## src/rtl/l2_arb_pkg.sv

```systemverilog
// Shared types and block geometry for the L2 port arbiter; the same
// BLOCK_W/OFF_W values are used by the fetch path.
package l2_arb_pkg;

   localparam int unsigned BLOCK_W = 256;
   localparam int unsigned OFF_W   = 5;

   typedef enum logic [1:0] {
      IDLE,
      GRANT_I,
      GRANT_D
   } arb_state_t;

   typedef enum logic {
      REQ_I,
      REQ_D
   } req_id_t;

endpackage

```

## src/rtl/l2_arb_stats.sv

```systemverilog
// Saturating event counters for the L2 arbiter (built only with L2_ARB_STATS_EN).
module l2_arb_stats (
   input  logic        clk,
   input  logic        rst,
   input  logic        grant_i_i,
   input  logic        grant_d_i,
   input  logic        conflict_i,
   input  logic        orphan_i,
   output logic [31:0] stat_i_grants_o,
   output logic [31:0] stat_d_grants_o,
   output logic [31:0] stat_conflicts_o,
   output logic [31:0] stat_orphans_o
);

   logic [31:0] i_grants_q, d_grants_q, conflicts_q, orphans_q;

   function automatic logic [31:0] sat_inc(input logic [31:0] v, input logic en);
      return (en && (v != '1)) ? v + 32'd1 : v;
   endfunction

   always_ff @(posedge clk) begin
      if (rst) begin
         i_grants_q  <= '0;
         d_grants_q  <= '0;
         conflicts_q <= '0;
         orphans_q   <= '0;
      end else begin
         i_grants_q  <= sat_inc(i_grants_q, grant_i_i);
         d_grants_q  <= sat_inc(d_grants_q, grant_d_i);
         conflicts_q <= sat_inc(conflicts_q, conflict_i);
         orphans_q   <= sat_inc(orphans_q, orphan_i);
      end
   end

   assign stat_i_grants_o  = i_grants_q;
   assign stat_d_grants_o  = d_grants_q;
   assign stat_conflicts_o = conflicts_q;
   assign stat_orphans_o   = orphans_q;

endmodule

```

## src/rtl/l2_arbiter.sv

```systemverilog
// Round-robin arbiter sharing one L2 block port between L1I and L1D.
// Optional counters are enabled with the L2_ARB_STATS_EN macro.
module l2_arbiter
   import l2_arb_pkg::*;
#(
   parameter int unsigned ADDR_W  = 32,
   parameter int unsigned BLOCK_W = l2_arb_pkg::BLOCK_W,
   parameter int unsigned OFF_W   = l2_arb_pkg::OFF_W
) (
   input  logic               clk,
   input  logic               rst,
   input  logic               i_req,
   input  logic [ADDR_W-1:0]  i_addr,
   output logic [BLOCK_W-1:0] i_rdata,
   output logic               i_stall,
   input  logic               d_req,
   input  logic               d_we,
   input  logic [ADDR_W-1:0]  d_addr,
   input  logic [BLOCK_W-1:0] d_wdata,
   output logic [BLOCK_W-1:0] d_rdata,
   output logic               d_stall,
   output logic               l2_req,
   output logic               l2_we,
   output logic [ADDR_W-1:0]  l2_addr,
   output logic [BLOCK_W-1:0] l2_wdata,
   input  logic [BLOCK_W-1:0] l2_rdata,
   input  logic               l2_stall,
   output logic               busy
`ifdef L2_ARB_STATS_EN
   ,
   output logic [31:0]        stat_i_grants,
   output logic [31:0]        stat_d_grants,
   output logic [31:0]        stat_conflicts,
   output logic [31:0]        stat_orphans
`endif
);

   arb_state_t         state_q, state_d;
   req_id_t            last_q, last_d;
   logic [ADDR_W-1:0]  addr_q, addr_d;
   logic               we_q, we_d;
   logic [BLOCK_W-1:0] wdata_q, wdata_d;
   logic               orphan_q, orphan_d;

   logic               grant_i, grant_d;
   logic               cur_req;
   logic [ADDR_W-1:0]  cur_addr;
   logic               orphan_now;
   logic               complete;
   logic               deliver;

   // Round-robin: on a tie the requester that was not served last wins.
   assign grant_i = i_req && (!d_req || (last_q == REQ_D));
   assign grant_d = d_req && (!i_req || (last_q == REQ_I));

   assign cur_req  = (state_q == GRANT_D) ? d_req  : i_req;
   assign cur_addr = (state_q == GRANT_D) ? d_addr : i_addr;

   // A read whose requester walked away is still finished on L2 but never handed back;
   // the live check lets a drop on the completion cycle itself suppress delivery.
   assign orphan_now = orphan_q ||
                       ((state_q != IDLE) && !we_q &&
                        (!cur_req || (cur_addr[ADDR_W-1:OFF_W] != addr_q[ADDR_W-1:OFF_W])));
   assign complete   = (state_q != IDLE) && !l2_stall;
   assign deliver    = complete && !orphan_now;

   always_ff @(posedge clk) begin
      if (rst) begin
         state_q  <= IDLE;
         last_q   <= REQ_D;
         addr_q   <= '0;
         we_q     <= 1'b0;
         wdata_q  <= '0;
         orphan_q <= 1'b0;
      end else begin
         state_q  <= state_d;
         last_q   <= last_d;
         addr_q   <= addr_d;
         we_q     <= we_d;
         wdata_q  <= wdata_d;
         orphan_q <= orphan_d;
      end
   end

   always_comb begin
      state_d  = state_q;
      last_d   = last_q;
      addr_d   = addr_q;
      we_d     = we_q;
      wdata_d  = wdata_q;
      orphan_d = orphan_q;
      unique case (state_q)
         IDLE: begin
            orphan_d = 1'b0;
            if (grant_i) begin
               state_d = GRANT_I;
               last_d  = REQ_I;
               addr_d  = i_addr;
               we_d    = 1'b0;
            end else if (grant_d) begin
               state_d = GRANT_D;
               last_d  = REQ_D;
               addr_d  = d_addr;
               we_d    = d_we;
               wdata_d = d_wdata;
            end
         end
         GRANT_I, GRANT_D: begin
            if (complete) begin
               state_d  = IDLE;
               orphan_d = 1'b0;
            end else begin
               orphan_d = orphan_now;
            end
         end
         default: state_d = IDLE;
      endcase
   end

   always_comb begin
      l2_req   = (state_q != IDLE);
      busy     = (state_q != IDLE);
      l2_we    = we_q;
      l2_addr  = addr_q;
      l2_wdata = wdata_q;
      i_stall  = !(deliver && (state_q == GRANT_I));
      d_stall  = !(deliver && (state_q == GRANT_D));
      i_rdata  = (deliver && (state_q == GRANT_I)) ? l2_rdata : '0;
      d_rdata  = (deliver && (state_q == GRANT_D) && !we_q) ? l2_rdata : '0;
   end

`ifdef L2_ARB_STATS_EN
   l2_arb_stats u_stats (
      .clk              (clk),
      .rst              (rst),
      .grant_i_i        ((state_q == IDLE) && grant_i),
      .grant_d_i        ((state_q == IDLE) && !grant_i && grant_d),
      .conflict_i       ((state_q == IDLE) && i_req && d_req),
      .orphan_i         (complete && orphan_now),
      .stat_i_grants_o  (stat_i_grants),
      .stat_d_grants_o  (stat_d_grants),
      .stat_conflicts_o (stat_conflicts),
      .stat_orphans_o   (stat_orphans)
   );
`endif

endmodule

```

## config.mk

```make
export PLATFORM = sky130hd
export DESIGN_NAME = l2_arbiter
export DESIGN_NICKNAME = d
export VERILOG_FILES = /design/src/rtl/l2_arb_pkg.sv /design/src/rtl/l2_arb_stats.sv /design/src/rtl/l2_arbiter.sv
export SDC_FILE = /design/constraint.sdc
export NUM_CORES = 1
export LEC_CHECK = 0
export CORE_AREA = 2 2 547 549
export DETAILED_ROUTE_END_ITERATION = 10
export DIE_AREA = 0 0 549 551
export PLACE_DENSITY = 0.3
export SYNTH_ARGS = -nofsm -noshare
export SYNTH_HDL_FRONTEND = slang
export SYNTH_HIERARCHICAL = 1
export SYNTH_SLANG_ARGS = --single-unit
```

## constraint.sdc

```tcl
create_clock -name clk -period 2.4 [get_ports clk]
set_input_delay 0.24 -clock clk [delete_from_list [all_inputs] [get_ports clk]]
set_output_delay 0.24 -clock clk [all_outputs]
set_load 0.005 [all_outputs]
```

# Yosys cells after proc, flatten, opt, wreduce, memory -nomap -nowiden
# Index checks and enable logic that the tools add are counted.
# word_totals
ff_bits,293
input_bits,582
output_inout_bits,805
word_cells,58
# op_classes
eq_ne,5
n_mux,16
n_bitwise,2
n_reduce_logical,29
# ops
op,count
$mux 256,2
$mux 32,3
$ne 27x27->1,1
$logic_and 1x1->1,9
$logic_not 1->1,8
$mux 1,6
$mux 2,3
$reduce_bool 2->1,3
$logic_or 1x1->1,4
$pmux 2 s2,1
$reduce_and 2->1,2
$ne 3x3->1 const B,1
$reduce_and 3->1,1
$eq 2x1->1 const B,1
$eq 2x2->1 const B,1
$logic_not 2->1,1
$ne 2x2->1 const B,1
$not 1->1,2
$pmux 1 s2,1
$reduce_or 2->1,1

# Longest topological paths before layout
# logic_depth
word_depth,11
depth_mapped,13
depth_no_buf,8

# Worst setup path after synthesis
# OpenSTA, ideal clock, no wires.
# synth_path
path_type,reg-to-output
start,register state_q[0]
end,output d_rdata[215]
arrival_ps,2356
required_time_ps,2160
path_slack_ps,-196
stages_incl_launch_ff,12
n_path_buf,3
path_cell_list,dfxtp_1 > inv_1 > ha_1 > buf_2 > mux2i_1 > xnor2_1 > nor4_1 > nand3_1 > nor4_2 > buf_2 > buf_2 > and2_1
# synth_via
elab_chain_cells,11
word_cells_on_any_way,16
classes_between,eq/ne (2); mux (3); reduce/logical (11)
# synth_lines
element,line_no,source
from (decl),l2_arbiter.sv:38,"arb_state_t state_q, state_d;"
from (signal assigned),l2_arbiter.sv:76,state_q <= state_d;
$eq 2x2->1,"l2_arbiter.sv:56, l2_arbiter.sv:57, l2_arbiter.sv:129",
$mux 32 / $mux 1 (equally long branches),"l2_arbiter.sv:57, l2_arbiter.sv:56",
$ne 27x27->1 / $logic_not 1->1 (equally long branches),l2_arbiter.sv:63,(!cur_req || (cur_addr[ADDR_W-1:OFF_W] != addr_q[ADDR_W-1:OFF_W])));
$logic_or 1x1->1,l2_arbiter.sv:63,
$logic_and 1x1->1,l2_arbiter.sv:62,((state_q != IDLE) && !we_q &&
$logic_or 1x1->1,l2_arbiter.sv:61,assign orphan_now = orphan_q ||
$logic_not 1->1,l2_arbiter.sv:65,assign deliver = complete && !orphan_now;
$logic_and 1x1->1,l2_arbiter.sv:65,
$logic_and 1x1->1 * (2 in a row),l2_arbiter.sv:129,d_rdata = (deliver && (state_q == GRANT_D) && !we_q) ? l2_rdata : '0;
$mux 256 *,l2_arbiter.sv:129,
to (decl),l2_arbiter.sv:20,"output logic [BLOCK_W-1:0] d_rdata,"
# Every way passes the cells marked *; elsewhere a longest branch is shown, timed or not.

# Final worst setup path
# layout_path
start,register state_q[0]
end,output d_rdata[20]
# Same word-level chain as after synthesis.

==> impl_metrics.yaml <==
drt:
  num_vias: 21700
  drcViolationCount: 0
  first_iter_violations: 915
  totalWireLength_um: 200000
  via_per_inst: 2.81
  ant_nets: 0
  dr.pass1.iters: 5
  wire_per_inst_um: 25.9
floorplanning:
  dieArea_um2: 302000
  die_w_um: 549
  rows: 200
  core_um2: 296000
  start_util: 0.0503
  pin_count: 1387
  die-height_um: 551
setup_path:
  crit_required_ns: 2.16
  crit_type: "register to output port"
  endpoint_kind: "output port"
  r2r_slack_ns: -0.01
  reg2reg_from: "state_q[0]"
  reg2regPathDepth: 12
  crit_path_max_fanout: 33
  arrival_ns: 3.92
  setup.worst_path.start_class: "register"
  reg2reg_to: "orphan_q"
grt:
  grt_max_degree: 65
  grt_pass1_vias: 21900
  grt_pass1_wl_um: 248000
  antenna_found_initial: 121
  track_usage: 0.126
  overflow: 0
status:
  outcome: "finished with violations"
  failed_checks: "setup timing"
power:
  max-vdd-ir-drop_uv: 445
  power_leakage_uw: 0.0129
  p_clk_frac: 0.369
  swShare: 0.340
  pwr-share-seq: 0.313
  total_power_uw: 18000
  p_int_uw: 11900
  combPwrFrac: 0.319
  p_sw_uw: 6130
  p_per_area_nw_per_um2: 477
yosys:
  post-synth-top-count-cell: "nand2_1"
  synth_common_cells: "nand2_1, dfxtp_1, nor2_1, a21oi_1, and2_1"
  netlist_instances: 2217
  synth.area.top_cells: "dfxtp_1, nand2_1, and2_1, a21oi_1, nor2_1"
  syn_nets: 2803
  synth.distinct_cells: 35
  yosysTopAreaCellShare: 0.394
  synthFlopType: "dfxtp_1"
  ys_seq_area_frac: 0.394
  synth_edf_count: 0
  synth_warnings: 6
  synth_top_area_cell: "dfxtp_1"
  ys_ff_latch: 293
  async_flop_share: 0
  synth.cell_area_um2: 14900
  syn_avg_cell_area_um2: 6.72
clocking:
  clockRootBuffer: "clkbuf_16"
  cts_tree: "yes"
  clock_latency_ns: 0.64
  htreeDepth: 2
  cts_buffers: 42
  cts.clk_slew.worst_paths_ns: 0.06
  cts.sinks: 293
  clockBufferDepth: 3
placement:
  hpwl_um: 172000
  port_buffers: 1386
  gp_congestion: 0.889
  dpl-instance-area_um2: 35100
finish:
  drive_gt1_frac: 0.164
  final_nets: 4313
  final_core_util: 0.128
  fin_area_um2: 37800
  syn_to_final_growth_pct: 154
sta:
  setup-tns-final_ns: -799.49
  finalCritPeriodShare: 1.73
  fmax_mhz: 241
  rsz0062_at_grt: "yes"
  hold_viol_final: 0
  max_slew_margin: 0.493
  skew_ns: 0.0688
  slew_viol_final: 0
  hold_ws_ns: 0.155
  worst_slew_pin_slew_ns: 0.760
  setup_viol_count_final: 516
  timing.final.ws_setup_ns: -1.76
  finalCriticalPeriod_ns: 4.16
worst_hold_path:
  holdCritStartpoint: "d_wdata[138]"
  hold_class: "input port to register"
  holdPathStages: 3
  min_to: "l2_wdata[138]"
flow_run:
  cap_violations: 0
## critical path: stages, from the launching register on
cell and delay (ns):
dfxtp_2 0.33, inv_2 0.05, ha_4 0.16, buf_12 0.15, buf_12 0.13, mux2i_4 0.18, xnor2_1 0.14, nor4_2 0.30
nand4_1 0.17, buf_6 0.17, nor4_4 0.22, buf_6 0.16, buf_16 0.18, buf_16 0.21, and2_1 0.17, clkdlybuf4s50_1 0.51
## layout by cell type (no fill, tap or decap), drive strengths merged, types with 14 or more instances in the layout
master,synthesis,final
xnor2,26,26
and2,257,257
clkbuf,151,83
mux2i,57,57
a21oi,261,261
diode,0,15
clkdlybuf4s50,0,1209
dlygate4sd2,0,20
clkdlybuf4s15,0,25
buf,38,350
a211oi,33,33
nor2,288,288
nand2,768,768
dlymetal6s2s,0,14
dfxtp,293,293
## how the worst max path moves through the flow
| stage | from | end | slack [ns] | cells after the start |
|---|---|---|---|---|
| 3_3_place_gp | state_q[0] | i_rdata[54] | -1.62 | 13 |
| 6_report | state_q[0] | d_rdata[20] | -1.76 | 15 |
| 3_5_place_dp | state_q[0] | i_rdata[180] | -1.61 | 13 |
| 4_1_cts | state_q[0] | d_rdata[64] | -1.84 | 15 |
| 2_1_floorplan | state_q[0] | d_rdata[100] | -0.07 | 12 |
| 5_1_grt | state_q[0] | d_rdata[16] | -1.99 | 15 |
## final cells by class
class	count	area [um^2]
diodes	15	37.5
flip-flops and latches	293	5870
fillers	34300	258000
well taps	3939	4930
clock buffers	53	1170
repair buffers	1653	16700
inverters	7	26.3
clock inverters	20	240
multi-input cells	1730	8850
## through the flow
stage                     cells  setup WS [ns]
after detailed placement   7551          -1.61
after CTS                  7688          -1.84
after floorplan            2217        -0.0716
final                      7710          -1.76
after global placement     7551          -1.62
after global routing       7700          -1.99
## layer usage
metal  GRT usage  part of all wire  vias to the layer above
met1       0.143              0.40                    10100
met4      0.0347             0.033                        4
met2       0.211              0.46                     1246
met3      0.0583              0.11                      302
li1            -                 -                    10000
met5           0           0.00014                        -
## repair_timing
item / 4_1_cts / 5_1_grt
cloned: 15 / 2
setup buffers: 52 / 6
pin swaps: 34 / 0
hold buffers: 1 / 0
gates resized for setup: 498 / 95
hold endpoints to repair: 13 / 0
setup endpoints to repair: 516 / 516
## power groups by stage
| stage | clock (uW) | sequential (uW) | combinational [uW] |
|---|---|---|---|
| finish | 6640 | 5640 | 5740 |
| CTS | 7030 | 5650 | 5880 |
| global route | 7150 | 5700 | 6220 |
| detailed placement | 0 | 5730 | 5570 |
| global placement | 0 | 5730 | 5600 |
| floorplan | 0 | 5730 | 1510 |
## cells by family after synthesis
family | share of synthesized area
simple gates | 0.385
mux | 0.0383
xor+xnor | 0.0153
fa+ha+maj | 0.00336
compound gates | 0.109
flops | 0.394
buf+inv | 0.0554
## sequential cells by signal, summed over array words and instances, names as in the netlist
name,flops
state_q,2
last_q,1
l2_wdata,256
l2_we,1
l2_addr,32
orphan_q,1
Power figures use the tool's default switching activity.
